**src/rtl/outmem_pkg.sv**
```systemverilog
// Shared types and constants for the output-memory drain path.
// Optional feature macro used by this block: OUTRD_LAST_EN (adds m_last to output_mem_reader).
package outmem_pkg;

    // Drain controller states
    typedef enum logic [1:0] {
        ST_IDLE  = 2'd0,
        ST_DRAIN = 2'd1,
        ST_DONE  = 2'd2
    } state_t;

    // Skid storage behind the memory read port; the credit rule is sized to this
    localparam int FIFO_DEPTH = 2;

endpackage

```
**src/rtl/outrd_fifo2.sv**
```systemverilog
// Two-entry FIFO with fall-through head: a word pushed into an empty FIFO is
// visible on head in the same cycle, so a word can arrive and leave together.
// Part of output_mem_reader (optional feature macro there: OUTRD_LAST_EN).
module outrd_fifo2
    import outmem_pkg::*;
#(
    parameter int WIDTH = 16
)(
    input  logic             clk,
    input  logic             reset_n,
    input  logic             push,
    input  logic [WIDTH-1:0] push_data,
    input  logic             pop,
    output logic [WIDTH-1:0] head,
    output logic             valid,
    output logic [1:0]       count
);

    logic [WIDTH-1:0] r_mem [FIFO_DEPTH];
    logic             r_wr_ptr;
    logic             r_rd_ptr;
    logic [1:0]       r_count;

    // Head bypasses storage when empty so the arriving word is presented at once
    assign head  = (r_count == 2'd0) ? push_data : r_mem[r_rd_ptr];
    assign valid = (r_count != 2'd0) || push;
    assign count = r_count;

    // Storage, pointers and occupancy; push+pop on empty stores nothing net
    always_ff @(posedge clk or negedge reset_n) begin
        if (!reset_n) begin
            for (int i = 0; i < FIFO_DEPTH; i++) r_mem[i] <= '0;
            r_wr_ptr <= 1'b0;
            r_rd_ptr <= 1'b0;
            r_count  <= 2'd0;
        end else begin
            if (push) begin
                r_mem[r_wr_ptr] <= push_data;
                r_wr_ptr        <= ~r_wr_ptr;
            end
            if (pop) r_rd_ptr <= ~r_rd_ptr;
            case ({push, pop})
                2'b10:   r_count <= r_count + 2'd1;
                2'b01:   r_count <= r_count - 2'd1;
                default: r_count <= r_count;
            endcase
        end
    end

endmodule

```
**src/rtl/output_mem_reader.sv**
```systemverilog
// Drains the CNN output memory after a layer completes: issues reads from
// address 0, absorbs the memory's 1-cycle read latency through a 2-entry
// FIFO and streams words on a valid/ready port.
// Optional feature macro: OUTRD_LAST_EN (adds m_last, high with the final word).
//
// Handshake: a word transfers on every rising clk edge where m_valid && m_ready.
// m_valid never drops and m_data_out never changes while m_valid && !m_ready.
module output_mem_reader
    import outmem_pkg::*;
#(
    parameter  int WIDTH   = 16,
    parameter  int SIZE    = 64,
    localparam int LOGSIZE = $clog2(SIZE)
)(
    input  logic               clk,
    input  logic               reset_n,
    input  logic               start,
    input  logic [LOGSIZE:0]   num_words,
    output logic               busy,
    output logic               done,
    output logic               mem_rd_en,
    output logic [LOGSIZE-1:0] mem_rd_addr,
    input  logic [WIDTH-1:0]   mem_data_in,
    output logic [WIDTH-1:0]   m_data_out,
    output logic               m_valid,
    input  logic               m_ready,
`ifdef OUTRD_LAST_EN
    output logic               m_last,
`endif
    output state_t             dbg_state
);

    localparam logic [LOGSIZE:0] SIZE_W = (LOGSIZE+1)'(SIZE);
    localparam logic [LOGSIZE:0] ONE_W  = (LOGSIZE+1)'(1);

    state_t             r_state;
    logic [LOGSIZE:0]   r_count;
    logic [LOGSIZE:0]   r_issued;
    logic [LOGSIZE:0]   r_delivered;
    logic               r_inflight;
    logic               r_busy;
    logic               r_done;
    logic [LOGSIZE-1:0] r_last_addr;

    logic [LOGSIZE:0]   w_start_count;
    logic               w_accept_start;
    logic [1:0]         w_fifo_count;
    logic               w_fifo_valid;
    logic [WIDTH-1:0]   w_fifo_head;
    logic               w_pop;
    logic [2:0]         w_occupancy;
    logic               w_credit_ok;
    logic               w_issue;
    logic               w_last_pop;

    assign w_start_count  = (num_words > SIZE_W) ? SIZE_W : num_words;
    assign w_accept_start = (r_state == ST_IDLE) && start;
    assign w_pop          = w_fifo_valid && m_ready;
    // Words that will sit in the FIFO after this edge, before any new read lands
    assign w_occupancy    = {1'b0, w_fifo_count} + {2'b00, r_inflight} - {2'b00, w_pop};
    assign w_credit_ok    = w_occupancy < 3'(FIFO_DEPTH);
    assign w_issue        = (r_state == ST_DRAIN) && (r_issued < r_count) && w_credit_ok;
    assign w_last_pop     = w_pop && ((r_delivered + ONE_W) == r_count);

    assign mem_rd_en   = w_issue;
    assign mem_rd_addr = w_issue ? r_issued[LOGSIZE-1:0] : r_last_addr;
    assign busy        = r_busy;
    assign done        = r_done;
    assign m_valid     = w_fifo_valid;
    assign m_data_out  = w_fifo_head;
    assign dbg_state   = r_state;
`ifdef OUTRD_LAST_EN
    assign m_last      = w_fifo_valid && ((r_delivered + ONE_W) == r_count);
`endif

    // The read issued last cycle returns now and is captured by the FIFO
    outrd_fifo2 #(.WIDTH(WIDTH)) u_fifo (
        .clk       (clk),
        .reset_n   (reset_n),
        .push      (r_inflight),
        .push_data (mem_data_in),
        .pop       (w_pop),
        .head      (w_fifo_head),
        .valid     (w_fifo_valid),
        .count     (w_fifo_count)
    );

    // Control FSM: latch the clamped word count, track drain, pulse done
    always_ff @(posedge clk or negedge reset_n) begin
        if (!reset_n) begin
            r_state <= ST_IDLE;
            r_count <= '0;
            r_busy  <= 1'b0;
            r_done  <= 1'b0;
        end else begin
            r_done <= 1'b0;
            unique case (r_state)
                ST_IDLE: begin
                    if (start) begin
                        r_count <= w_start_count;
                        if (w_start_count == '0) begin
                            r_state <= ST_DONE;
                            r_done  <= 1'b1;
                        end else begin
                            r_state <= ST_DRAIN;
                            r_busy  <= 1'b1;
                        end
                    end
                end
                ST_DRAIN: begin
                    if (w_last_pop) begin
                        r_state <= ST_DONE;
                        r_done  <= 1'b1;
                        r_busy  <= 1'b0;
                    end
                end
                ST_DONE: r_state <= ST_IDLE;
                default: r_state <= ST_IDLE;
            endcase
        end
    end

    // Issue/deliver counters, in-flight flag and the held read address
    always_ff @(posedge clk or negedge reset_n) begin
        if (!reset_n) begin
            r_issued    <= '0;
            r_delivered <= '0;
            r_inflight  <= 1'b0;
            r_last_addr <= '0;
        end else begin
            r_inflight <= w_issue;
            if (w_accept_start) begin
                r_issued    <= '0;
                r_delivered <= '0;
            end else begin
                if (w_issue) begin
                    r_issued    <= r_issued + ONE_W;
                    r_last_addr <= r_issued[LOGSIZE-1:0];
                end
                if (w_pop) r_delivered <= r_delivered + ONE_W;
            end
        end
    end

endmodule
```
**config.mk**
```make
export PLATFORM = sky130hd
export DESIGN_NAME = output_mem_reader
export DESIGN_NICKNAME = d
export VERILOG_FILES = /design/src/rtl/outmem_pkg.sv /design/src/rtl/outrd_fifo2.sv /design/src/rtl/output_mem_reader.sv
export SDC_FILE = /design/constraint.sdc
export NUM_CORES = 1
export LEC_CHECK = 0
export BUFFER_PORTS_ARGS = -buffer_cell sky130_fd_sc_hd__buf_2
export CAP_MARGIN = 10
export CORE_MARGIN = 10
export CORE_UTILIZATION = 32
export CTS_BUF_LIST = sky130_fd_sc_hd__clkbuf_16
export DETAILED_ROUTE_END_ITERATION = 7
export PLACE_DENSITY = 0.56
export SLEW_MARGIN = 20
export SYNTH_ARGS = -nofsm -noshare
export SYNTH_HDL_FRONTEND = slang
export SYNTH_SLANG_ARGS = --single-unit
export TNS_END_PERCENT = 20
```
**constraint.sdc**
```tcl
create_clock -name clk -period 5.9 [get_ports clk]
set_clock_uncertainty 0.1 [all_clocks]
set_input_delay 1.18 -clock clk [delete_from_list [all_inputs] [get_ports clk]]
set_output_delay 1.18 -clock clk [all_outputs]
set_load 0.02 [all_outputs]
```
# Yosys cells after proc, flatten, opt, wreduce, memory -nomap -nowiden
# Cells that the tools add are included.
totals:
  inputBits: 27
  regBits: 68
  output_inout_bits: 28
op_classes:
  n_lt_le_gt_ge: 6
  n_reduce_logical: 18
  bitwise: 4
  eq_ne: 7
  muxes: 26
  add_sub_neg: 6
op_table:
  columns: ["cell", "n"]
  rows:
  - ["$mux 16", 5]
  - ["$mux 7", 5]
  - ["$bwmux 32", 1]
  - ["$demux 16 s1", 1]
  - ["$add 7x1->7 const B", 2]
  - ["$reduce_bool 2->1", 5]
  - ["$pmux 2 s2", 2]
  - ["$eq 7x7->1", 1]
  - ["$gt 7x7->1 const B", 1]
  - ["$logic_not 7->1", 1]
  - ["$lt 7x7->1", 1]
  - ["$logic_and 1x1->1", 6]
  - ["$mux 1", 6]
  - ["$mux 2", 3]
  - ["$mux 6", 1]
  - ["$ne 2x2->1 const B", 3]
  - ["$eq 2x1->1 const B", 2]
  - ["$ge 2x2->1 const B", 2]
  - ["$logic_not 2->1", 2]
  - ["$not 1->2", 2]
  - ["$pmux 1 s2", 2]
  - ["$reduce_and 2->1", 2]
  - ["$reduce_and 4->1", 1]
  - ["$add 2x1->3", 1]
  - ["8 further kinds", 9]

# Depth between registers and ports, before layout
logic_depth:
  ltp_word: 8
  ltp_mapped: 12

# Cells and area by module
# A second synthesis with hierarchy kept.
unflattened:
  hier_cells: 333
  hier_area_um2: 3519.6
by_module_without_submodules:
  columns: ["module", "cells_per_inst", "n_inst", "area_each_um2"]
  rows:
  - ["output_mem_reader", 197, 1, 1794.2]
  - ["outrd_fifo2", 136, 1, 1725.4]

# Worst setup path before layout
# OpenSTA, ideal clock, no wires.
synth_timing:
  path_type: "input to output"
  startpoint: "input port m_ready"
  endpoint: "output port mem_rd_addr[0]"
  path_stages: 10
  t_arrival_ps: 3454
  path_buffers: 1
  path_slack_ps: 1166
  path_cell_list: "nand2_1 inv_1 ha_1 nand2b_1 fa_1 xnor2_1 nand4b_1 a221oi_4 buf_4 mux2_2"
synth_between:
  elab_chain_cells: 5
synth_lines:
  columns: ["item", "line", "text"]
  rows:
  - ["start, declared", "output_mem_reader.sv:26", "input logic m_ready,"]
  - ["$logic_and 1x1->1", "output_mem_reader.sv:58", "assign w_pop = w_fifo_valid && m_ready;"]
  - ["net u_fifo.pop", "outrd_fifo2.sv:13", "input logic pop,"]
  - ["$sub 3x1->3", "output_mem_reader.sv:60", "assign w_occupancy = {1'b0, w_fifo_count} + {2'b00, r_inflight} - {2'b00, w_pop};"]
  - ["$lt 3x2->1", "output_mem_reader.sv:61", "assign w_credit_ok = w_occupancy < 3'(FIFO_DEPTH);"]
  - ["$logic_and 1x1->1", "output_mem_reader.sv:62", "assign w_issue = (r_state == ST_DRAIN) && (r_issued < r_count) && w_credit_ok;"]
  - ["$mux 6", null, null]
  - ["end, declared", "output_mem_reader.sv:22", "output logic [LOGSIZE-1:0] mem_rd_addr,"]
# The timed path passes the listed nets, and every way through them passes these cells.

# Worst setup path after layout
layout_timing:
  startpoint: "input port m_ready"
  endpoint: "output port mem_rd_addr[2]"
# The elaborated chain is that of the path after synthesis.

==> flow_summary_export.csv <==
group,metric,value,unit
clocking,numCtsBuffers,9,
synth,syn_nets,355,
clocking,cts-resized-gates,0,
hold_path,hold_path_class,"flop to flop",
clocking,cts_root_buf,"clkbuf_16",
status,status,"finished, final reports clean",
final_layout,mostFrequentLayoutCell,"dfrtp_1",
floorplan,die_h,125,um
synth,syn-instance-count,317,
final_layout,n_fill_cell,1025,
grt,antenna_found_initial,0,
sta,hold_violations,0,
place,dp_hpwl,5240,um
detailed_routing,wire_per_inst,14.5,um
synth,synth_seq_area_share,0.484,
synth,yosys_warnings,0,
detailed_routing,final_antenna_net_count,0,
synth,synthesis.area,3520,um^2
sta,finalSetupTns,0,ns
grt,grtUsageTotal,0.102,
floorplan,initial_core_util,0.326,
place,globalplace.congestion,0.763,
detailed_routing,vias,2500,
detailed_routing,drc_errors,0,
final_layout,final_cell_mix,"dfrtp_1, buf_2, mux2_2, nor2_1, a21oi_1",
synth,synthTopCellsByArea,"dfrtp_1, mux2_2, mux2i_1, xnor2_1, a21oi_1",
grt,grt_pass1_vias,2579,
synth,ys_types,36,
pwr,irDropWorstVdd,345,uV
critical_path,path_class,"input port to output port",
clocking,cts_hold_buf,0,
floorplan,die_w,125,um
detailed_routing,detail_route.first_pass.iterations,4,
floorplan,core,10800,um^2
final_layout,drive_gt1_frac,0.324,
synth,syn_area_per_cell,11.1,um^2
place,io_buffers,54,
final_layout,fin_nets,410,
pwr,leakage,1.97,nW
synth,synth_top_area_frac,0.484,
synth,synth.ff_latch_count,68,
critical_path,endpoint_kind,"output port",
grt,grt_overflow,0,
clocking,clk_latency,0.33,ns
place,place_area,3930,um^2
detailed_routing,drt_wl_total,7500,um
pwr,pwr_density_cell,625,nW/um^2
critical_path,cp-start-kind,"input port",
sta,period_minus_slack,5.28,ns
sta,fmax,0.190,GHz
final_layout,n_antenna_cell,0,
final_layout,syn_to_final_growth,21.3,%
sta,final-setup-viol-count,0,
sta,rsz0062_at_grt,"false",
sta,worst_slack,0.624,ns
clocking,clock_path_buffers,2,
clocking,h-tree-depth,3,
grt,grt_max_degree,69,
sta,finalMaxSlewViolations,0,
floorplan,die_area,15600,um^2
place,place_ws,0.586,ns
sta,tightest_slew,1.00,ns
critical_path,critical_path_required,4.62,ns
grt,grt_pass1_wl,13200,um
final_layout,final_area,4270,um^2
final_layout,regArea,1700,um^2
critical_path,critPathArrivalTime,4.00,ns
sta,post-route-period-util,0.894,
sta,relSlewSlack,0.333,
final_layout,multiInputGateArea,1710,um^2
clocking,cts.clk_slew.worst_paths,0.05,ns
floorplan,num_rows,38,
detailed_routing,drt_iter0_markers,154,
critical_path,path_max_fanout,13,
clocking,postCtsSetupBuffers,0,
flow_run,drv_cap,0,
floorplan,io_pins,55,
synth,synth_largest_area_cell,"dfrtp_1",
detailed_routing,vias_per_cell,4.84,
clocking,cts_sinks,68,
clocking,cts_tree,"done",
final cells by class:
class	count	area share
clock inverter	7	0.0270
sequential	68	0.399
inverter	11	0.00968
timing repair buffer	58	0.0704
multi-input combinational	224	0.400
tap	140	0.0411
clock buffer	9	0.0528
flip-flops by register name, summed over array words and instances (netlist names):
| register | count |
|---|---|
| r_issued | 7 |
| u_fifo.r_mem | 32 |
| u_fifo.r_wr_ptr | 1 |
| r_last_addr | 6 |
| done | 1 |
| busy | 1 |
| r_count | 7 |
| dbg_state | 2 |
| u_fifo.r_rd_ptr | 1 |
| r_delivered | 7 |
| r_inflight | 1 |
| u_fifo.count | 2 |
cell families after synthesis:
family                     count (synthesis)  share of synthesized area
adders and majority gates                 11                     0.0413
and+or+nand+nor                           83                      0.115
xor gates and xnor gates                  21                     0.0523
buffers and inverters                     25                     0.0309
AOI/OAI and AO/OA                         45                     0.0790
muxes                                     64                      0.198
DFF                                       68                      0.484
final timing paths:
check	start	endpoint	slack [ns]	depth (start not counted)
setup / recovery	m_ready	mem_rd_addr[2]	0.62	11
hold / removal	u_fifo.r_wr_ptr	u_fifo.r_wr_ptr	0.40	1
setup reg to reg	r_inflight	r_last_addr[4]	2.05	11
hold reg to reg	u_fifo.r_wr_ptr	u_fifo.r_wr_ptr	0.40	1
max in group asynchronous	reset_n	r_last_addr[0]	4.18	2
min in group asynchronous	reset_n	u_fifo.r_mem[4]	0.96	2
cells in the mapped netlist, drive strengths merged:
cell / n
nand2b: 5
mux2i: 20
a21o: 2
nand2: 18
nand3b: 6
nor3: 2
a31o: 2
nor2b: 2
dfrtp: 68
and3: 1
mux2: 44
o21ai: 10
nand4b: 1
or2: 2
o2bb2ai: 2
or3: 4
xnor2: 16
a221oi: 1
and2: 2
inv: 11
nor2: 28
nand4: 5
xor2: 5
o311a: 1
a21oi: 25
nand3: 5
nor4: 2
a211o: 1
ha: 10
clkbuf: 10
buf: 4
a22oi: 1
fa: 1
metal layers:
metal  global-route usage  share of wire  vias to the layer above
met5                    0              0                        -
met4               0.0224         0.0060                        0
met1                0.136           0.50                     1193
li1                     -              -                     1225
met2                0.148           0.43                       75
met3               0.0438          0.067                        7
where the power goes:
| group | switching, W | internal (W) | leakage (nW) |
|---|---|---|---|
| sequential | 0.000176 | 0.000662 | 0.793 |
| clock | 0.000199 | 0.000411 | 0.163 |
| combinational | 0.000634 | 0.000584 | 1.01 |
| total | 0.00101 | 0.00166 | 1.97 |
per-stage QoR:
stage,utilization,hold slack (ns),total power [W],cells
floorplan,-,0.361,0.00176,317
global placement,0.364,0.381,0.00205,501
detailed placement,0.364,0.381,0.00209,501
CTS,0.395,0.391,0.00271,517
global route,0.395,0.413,0.00288,517
finish,0.395,0.396,0.00267,517
worst max-delay path, cell delays in order:
cell and delay, ns:
buf_2 0.11, nand2_1 0.23, inv_1 0.19, ha_1 0.29, nand2b_1 0.15, fa_1 0.38, xnor2_1 0.15, nand4b_1 0.17
a221oi_4 0.57, mux2_2 0.41, buf_2 0.16
No activity file was read; power rests on OpenSTA's default activity.
